`config.mk`:
```
export PLATFORM = sky130hd
export DESIGN_NAME = alu_exec_ctrl
export DESIGN_NICKNAME = d
export VERILOG_FILES = /design/src/rtl/alu_exec_ctrl.sv
export SDC_FILE = /design/constraint.sdc
export NUM_CORES = 1
export LEC_CHECK = 0
export BUFFER_PORTS_ARGS = -buffer_cell sky130_fd_sc_hd__buf_2
export CORE_MARGIN = 5
export CORE_UTILIZATION = 35
export CTS_CLUSTER_SIZE = 10
export DETAILED_ROUTE_END_ITERATION = 7
export HOLD_SLACK_MARGIN = 0.06
export MAX_ROUTING_LAYER = met4
export SLEW_MARGIN = 25
export SYNTH_ARGS = -nofsm -noshare
export SYNTH_HDL_FRONTEND = slang
export SYNTH_SLANG_ARGS = --single-unit
export TNS_END_PERCENT = 1
```
`constraint.sdc`:
```
create_clock -name clk -period 3.3 [get_ports clk]
set_input_delay 0.33 -clock clk [delete_from_list [all_inputs] [get_ports clk]]
set_output_delay 0.33 -clock clk [all_outputs]
set_load 0.1 [all_outputs]
```
`src/rtl/alu_exec_ctrl.sv`:
```
// Execute-stage controller: issues decoded ops to the Process ALU and commits results to ACC/B/PSW/write-back.
// MUL AB is executed locally as an 8-step shift-add because Process returns zero for that code.
module alu_exec_ctrl #(
    parameter logic [3:0] MUL_OP  = 4'hf,
    parameter int         MUL_CYC = 8
) (
    input  logic       clk,
    input  logic       rst_n,
    input  logic       op_valid,
    output logic       op_ready,
    input  logic [3:0] op_code,
    input  logic [7:0] src_a,
    input  logic [7:0] src_b,
    input  logic [2:0] bit_loc,
    input  logic [1:0] dst_sel,
    output logic [3:0] alu_op,
    output logic [7:0] a_data,
    output logic [7:0] b_data,
    output logic [2:0] bit_location,
    output logic [7:0] psw_in,
    input  logic [7:0] ans,
    input  logic [7:0] psw_out,
    output logic [7:0] acc,
    output logic [7:0] b_reg,
    output logic [7:0] psw,
    output logic       wb_valid,
    output logic [7:0] wb_data,
    input  logic       wb_ready,
    output logic       done
);
    localparam int CW = (MUL_CYC > 1) ? $clog2(MUL_CYC) : 1;

    typedef enum logic [1:0] {IDLE, EXEC, MUL, WB} state_t;

    state_t        state_q;
    logic [3:0]    alu_op_q;
    logic [7:0]    a_q, b_q, acc_q, b_reg_q, psw_q, wb_data_q;
    logic [2:0]    bit_q;
    logic [1:0]    dst_q;
    logic          wb_valid_q, done_q;
    logic [15:0]   mcand_q, prod_q;
    logic [7:0]    mplier_q;
    logic [CW-1:0] cnt_q;

    logic [7:0]    acc_d;
    logic [15:0]   prod_d;
    logic          mul_last;
    logic          unused_psw_p;

    // P is recomputed locally from ACC, so the ALU's parity bit is never used
    assign unused_psw_p = psw_out[0];

    assign acc_d    = (dst_q == 2'b00) ? ans : acc_q;
    assign prod_d   = prod_q + (mplier_q[0] ? mcand_q : 16'h0000);
    assign mul_last = (cnt_q == CW'(MUL_CYC - 1));

    assign op_ready     = (state_q == IDLE);
    assign alu_op       = alu_op_q;
    assign a_data       = a_q;
    assign b_data       = b_q;
    assign bit_location = bit_q;
    assign psw_in       = psw_q;
    assign acc          = acc_q;
    assign b_reg        = b_reg_q;
    assign psw          = psw_q;
    assign wb_valid     = wb_valid_q;
    assign wb_data      = wb_data_q;
    assign done         = done_q;

    always_ff @(posedge clk or negedge rst_n) begin
        if (!rst_n) begin
            state_q    <= IDLE;
            alu_op_q   <= '0;
            a_q        <= '0;
            b_q        <= '0;
            bit_q      <= '0;
            dst_q      <= '0;
            acc_q      <= '0;
            b_reg_q    <= '0;
            psw_q      <= '0;
            wb_valid_q <= 1'b0;
            wb_data_q  <= '0;
            done_q     <= 1'b0;
            mcand_q    <= '0;
            mplier_q   <= '0;
            prod_q     <= '0;
            cnt_q      <= '0;
        end else begin
            done_q <= 1'b0;
            case (state_q)
                IDLE: if (op_valid) begin
                    alu_op_q <= op_code;
                    a_q      <= src_a;
                    b_q      <= src_b;
                    bit_q    <= bit_loc;
                    dst_q    <= dst_sel;
                    if (op_code == MUL_OP) begin
                        mcand_q  <= {8'h00, src_a};
                        mplier_q <= src_b;
                        prod_q   <= '0;
                        cnt_q    <= '0;
                        state_q  <= MUL;
                    end else begin
                        state_q  <= EXEC;
                    end
                end
                EXEC: begin
                    psw_q <= {psw_out[7:1], ^acc_d};
                    case (dst_q)
                        2'b00: acc_q <= ans;
                        2'b01: b_reg_q <= ans;
                        2'b11: begin
                            wb_valid_q <= 1'b1;
                            wb_data_q  <= ans;
                        end
                        default: ;
                    endcase
                    if (dst_q == 2'b11) begin
                        state_q <= WB;
                    end else begin
                        done_q  <= 1'b1;
                        state_q <= IDLE;
                    end
                end
                MUL: begin
                    prod_q   <= prod_d;
                    mcand_q  <= mcand_q << 1;
                    mplier_q <= mplier_q >> 1;
                    cnt_q    <= cnt_q + 1'b1;
                    // last partial product is folded straight into the commit
                    if (mul_last) begin
                        acc_q   <= prod_d[7:0];
                        b_reg_q <= prod_d[15:8];
                        psw_q   <= {1'b0, psw_q[6:3], |prod_d[15:8], psw_q[1], ^prod_d[7:0]};
                        done_q  <= 1'b1;
                        state_q <= IDLE;
                    end
                end
                WB: if (wb_ready) begin
                    wb_valid_q <= 1'b0;
                    done_q     <= 1'b1;
                    state_q    <= IDLE;
                end
                default: state_q <= IDLE;
            endcase
        end
    end
endmodule

```
# == Word level (Yosys, flattened, before mapping) ==
# Index checks and enable logic that the tools add are counted.
# Widths: inputs -> output; s select.
# classes
multipliers,0
reduce_logical,16
n_shift,0
add_sub_neg,2
n_eq_ne,13
mux,34
magnitude_cmp,0
bitwise,1
n_div,0
# op_table
op,n
$mux 16,5
$pmux 16 s2,2
$pmux 8 s2,4
$mux 8,7
$add 16x16->16,1
$reduce_xor 8->1,2
$reduce_and 3->1,4
$mux 2,5
$ne 2x2->1 const B,4
$pmux 2 s4,1
$reduce_and 2->1,4
$reduce_or 8->1,1
$eq 2x2->1 const B,3
$mux 3,2
$pmux 3 s2,1
$reduce_bool 2->1,3
$mux 1,5
$eq 2x1->1 const B,2
$eq 4x4->1 const B,1
$logic_not 2->1,2
$ne 2x1->1 const B,2
$add 3x1->3 const B,1
$eq 3x3->1 const B,1
$pmux 1 s3,1
2 further kinds,2
# totals
latchBits,0
ff_bits,104
n_memories,0
ramBits,0
in_bits,45
mem_bits_ro,0

# == Longest topological paths before layout ==
# Gate-level depths: netlist of the first run.
# depth
depth_word,5
mapped_depth,12
depth_no_buf,11

# == Worst setup path after synthesis of the first run ==
# Ideal clock, no wire load.
# synth_timing
kind,register to register
start,reg mplier_q[0]
end,reg psw_q[2] (netlist: psw[2])
path_buffers,1
slack_ps,301
path_stages_with_launch,13
required_time_ps,3175
synth_period_minus_slack_ps,2999
t_arrival_ps,2874
path_cell_list,dfrtp_1 -> clkbuf_1 -> and2_1 -> ha_1 -> fa_1 -> a211o_1 -> a2111oi_1 -> o31ai_1 -> o211ai_1 -> o21ai_0 -> xor2_1 -> nor4_1 -> o21ai_1
# synth_between
elab_chain_len,5
# synth_lines
item,line,rtl
from (decl),42,logic [7:0] mplier_q;
from (signal assigned),99,mplier_q <= src_b;
from (signal assigned),128,mplier_q <= mplier_q >> 1;
$mux 16,54,assign prod_d = prod_q + (mplier_q[0] ? mcand_q : 16'h0000);
$add 16x16->16,54,
$reduce_or 8->1,134,"psw_q <= {1'b0, psw_q[6:3], |prod_d[15:8], psw_q[1], ^prod_d[7:0]};"
$mux 8,131,if (mul_last) begin
$pmux 8 s2,90,case (state_q)
to (signal assigned),108,"psw_q <= {psw_out[7:1], ^acc_d};"
to (signal assigned),134,
to (decl),37,"logic [7:0] a_q, b_q, acc_q, b_reg_q, psw_q, wb_data_q;"
# Every way passes these cells. The select of a mux whose other input is x is not followed.
# A chain may end at the register's enable or synchronous reset.

# == Final worst setup path of the first run ==
# layout_timing
start,reg mplier_q[0]
end,reg psw_q[0] (netlist: psw[0])
# layout_between
elab_chain_len,5
# layout_lines
item,line
$mux 16,54
$add 16x16->16,54
$reduce_xor 8->1,134
$mux 8,131
$pmux 8 s2,90
# Every way passes these cells. The select of a mux whose other input is x is not followed.

==> results of run 1 <==
==> kinds of logic (layout without fill, tap and decap cells) <==
group                    after synthesis  count (layout)  share of synthesized area [%]
flip-flops                           104             104                           49.3
AND/OR/NAND/NOR                      155             155                           12.7
multiplexers                          50              50                           10.2
adder cells (fa/ha/maj)               18              18                           4.41
XOR/XNOR                              34              34                           6.18
AO/OA/AOI/OAI                        122             122                           14.1
buffers and inverters                 33             139                           2.99
==> synthesized netlist by cell type (2+ instances only) <==
cell type	number
o21ai_1	11
and3_1	2
a21o_1	11
clkbuf_1	18
a31oi_1	3
nor4_1	2
or2_2	2
mux2i_1	18
dfrtp_1	104
a211oi_1	3
mux2_2	32
o22ai_1	3
nor2_1	26
xnor2_1	26
o211ai_1	3
a22o_1	4
o21ai_0	39
nand4_1	2
buf_4	8
nor2b_1	2
ha_1	17
inv_1	4
o31ai_1	3
o21a_1	2
nand2b_1	2
nand2_1	93
xor2_1	6
buf_2	3
and2_1	17
nand3_1	3
a21oi_1	27
==> worst register-to-register path: stages, from the launching register on <==
cell and delay, ns:
dfrtp_1 0.39, buf_4 0.18, and2_1 0.18, ha_1 0.28, a21o_1 0.17, a211oi_1 0.54, o21bai_1 0.14, xor2_1 0.24
xnor3_1 0.37, xnor2_1 0.24, a21oi_1 0.11, a21oi_1 0.16
==> layout make-up <==
type | instances | area [um2]
Sequential cell | 104 | 2600
Tap cell | 184 | 230
Fill cell | 1416 | 8320
Inverter | 4 | 15.0
Clock buffer | 9 | 225
Multi-Input combinational cell | 379 | 2540
Clock inverter | 7 | 88.8
Timing Repair Buffer | 119 | 627
==> final timing paths <==
kind,from,to,depth (start not counted)
hold / removal,rst_n,b_data[4],1
setup / recovery,mplier_q[0],psw[0],11
min in group clk,psw_out[1],psw[1],3
setup reg to reg,mplier_q[0],psw[0],11
hold reg to reg,mplier_q[7],mplier_q[6],2
max in group asynchronous,rst_n,psw[0],2
==> per-stage QoR <==
stage | worst slack (ns) | cell area [um2] | hold slack (ns) | utilization [%]
after CTS | 0.175 | 6320 | 0.159 | 43.2
after detailed placement | 0.204 | 6010 | 0.477 | 41.0
after global placement | 0.201 | 6000 | 0.468 | 41.0
final | 0.224 | 6330 | -0.00370 | 43.2
after floorplan | 0.301 | 5280 | 0.0344 | -
after global routing | 0.0156 | 6330 | 0.0644 | 43.2
==> cells in the final DEF, fill, tap and decap left out, types with 4 or more instances in the layout <==
cell type and n:
buf_2 108, dfrtp_1 104, nand2_1 93, o21ai_0 39
mux2_2 32, a21oi_1 27, xnor2_1 26, nor2_1 23
mux2i_1 18, and2_1 17, ha_1 17, a21o_1 11
o21ai_1 11, buf_4 10, clkbuf_16 9, xor2_1 6
inv_1 4, a22o_1 4
==> routing by layer <==
metal | wire, um | GRT usage, % | up-vias
met4 | 189 | 3.98 | 0
met3 | 657 | 3.99 | 12
met2 | 5990 | 23.7 | 109
li1 | - | - | 1989
met5 | 0 | - | -
met1 | 5500 | 18.4 | 1956
==> flow_metrics.tcl, run 1 <==
set metrics [dict create \
    wl_per_cell_um 15.3 \
    cp_slowest_cell "a211oi_1" \
    grt_setup_unrepaired "false" \
    post-route-period-util_pct 93.2 \
    gp_congestion 0.860 \
    fp.dieW_um 133 \
    root_buffer "clkbuf_16" \
    start_util_pct 36.1 \
    crit_top_cell "a21oi_1" \
    synth_top_area_share_pct 49.3 \
    finalNetCount 680 \
    holdWs_ns -0.00370 \
    dpl.cell_count 790 \
    die_area_um2 17600 \
    insertedDiodeCount 0 \
    maxSlewViolCount 0 \
    synth_area_leader_cell "dfrtp_1" \
    setup_tns_ns 0 \
    synth_seq_cells 104 \
    area_growth_pct 19.9 \
    h-tree-depth 3 \
    grt_pass1_vias 4175 \
    cts_buffers 9 \
    hold_viol 1 \
    drive_gt1_share_pct 28.3 \
    final.setup_skew_ns 0.00985 \
    ys_seq_area_share_pct 49.3 \
    grt_pass1_wl_mm 20.8 \
    fmax_mhz 325 \
    hold_buffers 0 \
    slowest_delay_ns 0.54 \
    worstMarginPinSlew_ns 0.759 \
    hold_path_class "in -> async" \
    drt_iter0_markers 200 \
    cts_tree "yes" \
    drv_cap 0 \
    cp_data_arrival_time_ns 3.35 \
    violations "negative hold slack" \
    critPathCaptureType "register" \
    status "complete, but fails checks" \
    insertion_delay_ns 0.35 \
    vias 4066 \
    drcViolationCount 0 \
    viasPerCell 5.04 \
    cts_sinks 104 \
    crit_chain "buf_4 -> and2_1 -> ha_1 -> a21o_1 -> a211oi_1 -> o21bai_1 -> xor2_1 -> xnor3_1 -> xnor2_1 -> a21oi_1 -> a21oi_1" \
    synth_edf_count 0 \
    slew_headroom_pct 49.3 \
    dp_hpwl_mm 9.50 \
    routed_wl_mm 12.3 \
    antenna_found_initial 0 \
    core-area_um2 14600 \
    reg_top3 "mcand_q (16), prod_q (16)" \
    rrSetupSlack_ns 0.22 \
    setup_violations 0 \
    critPathRequiredTime_ns 3.58 \
    grt.total_usage_pct 14.7 \
    period_needed_ns 3.08 \
    grt_max_degree 83 \
    critical_path.startpoint_type "register" \
    ys.flop_type "dfrtp_1" \
    cts-resized-gates 0 \
    instances_no_fill 806 \
    port-buffer-count 109 \
    yosys_warnings 0 \
    pin_count 111 \
    clk_pin_slew_ns 0.08 \
    post-cts-setup-buffers 0 \
    row_count 44 \
    post_synth_num_cell_types 51 \
    syn_avg_cell_area_um2 10.2 \
    synthCells 516 \
    ant_nets 0 \
    die_y_um 133 \
    synth_nets 579 \
    dr.pass1.iters 4 \
    critPathTopFamily "compound AO/OA/AOI/OAI gates" \
    synth.area.top_cells "dfrtp_1 (49%), mux2_2 (6.8%), nand2_1 (6.6%)" \
    path_class "reg -> reg" \
    cts_buffer_depth 2 \
    worstPathMaxFanout 15 \
    syn-cell-area_um2 5280 \
    async_reset_ff_share_pct 100 \
    crit_buf_inv 1 \
    grt-ovfl-total 0 \
]
Power of run 1 is not shown: default switching activity piles up to over one toggle a cycle in this logic, so the estimate is an artifact.
==> run 2: changes to the inputs <==
--- a/config.mk
+++ b/config.mk
@@ -6,7 +6,6 @@
 export NUM_CORES = 1
 export LEC_CHECK = 0
 export BUFFER_PORTS_ARGS = -buffer_cell sky130_fd_sc_hd__buf_2
-export CORE_MARGIN = 5
 export CORE_UTILIZATION = 35
 export CTS_CLUSTER_SIZE = 10
 export DETAILED_ROUTE_END_ITERATION = 7
==> flow_metrics.tcl, run 2 (synthesized netlist as in run 1, its figures left out) <==
set metrics [dict create \
    status "complete, but fails checks" \
    violations "design-rule violations" \
    routed_wl_mm 12.0 \
    crit_buf_inv 0 \
    worstPathMaxFanout 3 \
    ant_nets 0 \
    h-tree-depth 3 \
    path_class "reg -> reg" \
    cts_buffer_depth 2 \
    startpoint "mcand_q[0]" \
    rrSetupSlack_ns 0.26 \
    area_growth_pct 19.8 \
    grt_pass1_vias 4100 \
    routed.top_layer "met4" \
    critPathCaptureType "register" \
    final.setup_skew_ns 0.0121 \
    reg_top3 "mcand_q (16), prod_q (16)" \
    hold_buffers 0 \
    pin_count 111 \
    cp_data_arrival_time_ns 3.26 \
    grt-ovfl-total 0 \
    hold_path_class "in -> async" \
    antenna_found_initial 0 \
    vias 4042 \
    layout_commonest_cell "buf_2" \
    row_count 44 \
    utilization_pct 43.2 \
    dr.pass1.iters 7 \
    cts_sinks 104 \
    cts_buffers 9 \
    setup_tns_ns 0 \
    cp.depth 11 \
    crit_chain "and2_1 -> ha_1 -> fa_1 -> a211o_1 -> a2111oi_2 -> o31ai_1 -> o211ai_1 -> o21ai_0 -> xor2_1 -> nor4_1 -> o21ai_1" \
    gp_congestion 0.886 \
    cp_slowest_cell "fa_1" \
    slowest_delay_ns 0.40 \
    root_buffer "clkbuf_16" \
    maxSlewViolCount 0 \
    port-buffer-count 109 \
    slew_headroom_pct 48.1 \
    wl_per_cell_um 14.9 \
    critPathTopFamily "compound AO/OA/AOI/OAI gates" \
    met2_length_mm 5.71 \
    fp.dieW_um 125 \
    r2r-start "mcand_q[0]" \
    critical_path.startpoint_type "register" \
    dr_wl_met3_um 522 \
    core-area_um2 14600 \
    insertedDiodeCount 0 \
    fillers 1450 \
    post-cts-setup-buffers 0 \
    cp-endpoint "psw[2]" \
    die_area_um2 15600 \
    dp_hpwl_mm 8.97 \
    insertion_delay_ns 0.35 \
    critPathRequiredTime_ns 3.52 \
    grt_setup_unrepaired "false" \
    start_util_pct 36.1 \
    post-route-period-util_pct 92.2 \
    grt_pass1_wl_mm 20.5 \
    reg2reg_depth 11 \
    finalNetCount 680 \
    clk_pin_slew_ns 0.08 \
    die_y_um 125 \
    mostFrequentLayoutCells "buf_2 (108), dfrtp_1 (104), nand2_1 (93)" \
    drt_iter0_markers 241 \
    period_needed_ns 3.04 \
    worstMarginPinSlew_ns 0.778 \
    hold_viol 0 \
    r2r-end "psw[2]" \
    drv_cap 0 \
    drcViolationCount 20 \
    setup_violations 0 \
    viasPerCell 5.01 \
    drive_gt1_share_pct 28.1 \
    grt_max_degree 83 \
    cts_tree "yes" \
    wl_met1_mm 5.70 \
    grt.total_usage_pct 16.8 \
    fmax_mhz 329 \
]
## run 2: changes by cell type in the layout (fill, tap and decap cells not counted), sizes merged
cell	delta
inv	-1
clkinv	-1
clkinvlp	+2
## run 2: what timing repair did
| action | CTS | global route |
|---|---|---|
| endpoints found under the setup margin | 0 | 2 |
| endpoints found under the hold margin | 0 | 0 |
| gates resized for setup | 0 | 1 |
## run 2: area by class of cell
type	instances	area [um2]	area share, %
inverter	4	15.0	0.237
clock buffer	9	225	3.56
timing repair buffer	119	627	9.91
sequential	104	2600	41.1
clock inverter	7	90.1	1.42
tap	184	230	3.64
multi-input combinational	379	2540	40.1
## run 2: layer usage
layer / vias to the layer above / global-route usage, %
met4: 0 / 4.45
met1: 1956 / 21.8
met3: 7 / 3.44
li1: 1984 / -
met5: - / -
met2: 95 / 26.7
## run 2: worst min-delay path by stage
stage,from,endpoint,cells past startpoint
2_1_floorplan,rst_n,a_data[0],0
6_report,rst_n,b_data[6],1
3_3_place_gp,mplier_q[2],mplier_q[1],2
4_1_cts,psw_out[7],psw[7],3
3_5_place_dp,b_reg[3],b_reg[3],2
5_1_grt,rst_n,mplier_q[7],1
## run 2: worst reg2reg max path: stages (launching register included)
cell,delay (ns)
dfrtp_1,0.39
and2_1,0.16
ha_1,0.20
fa_1,0.40
a211o_1,0.32
a2111oi_2,0.39
o31ai_1,0.14
o211ai_1,0.15
o21ai_0,0.15
xor2_1,0.17
nor4_1,0.33
o21ai_1,0.11
## run 2: stage by stage
step	area (um2)	worst slack, ns	hold WS [ns]	instances
2_1_floorplan	5280	0.301	0.0344	516
3_3_place_gp	6000	0.196	0.468	790
3_5_place_dp	6000	0.149	0.471	790
4_1_cts	6320	0.0941	0.161	806
5_1_grt	6330	0.0396	0.0920	806
6_report	6330	0.259	0.000156	806
Power of run 2 is left out for the same reason.
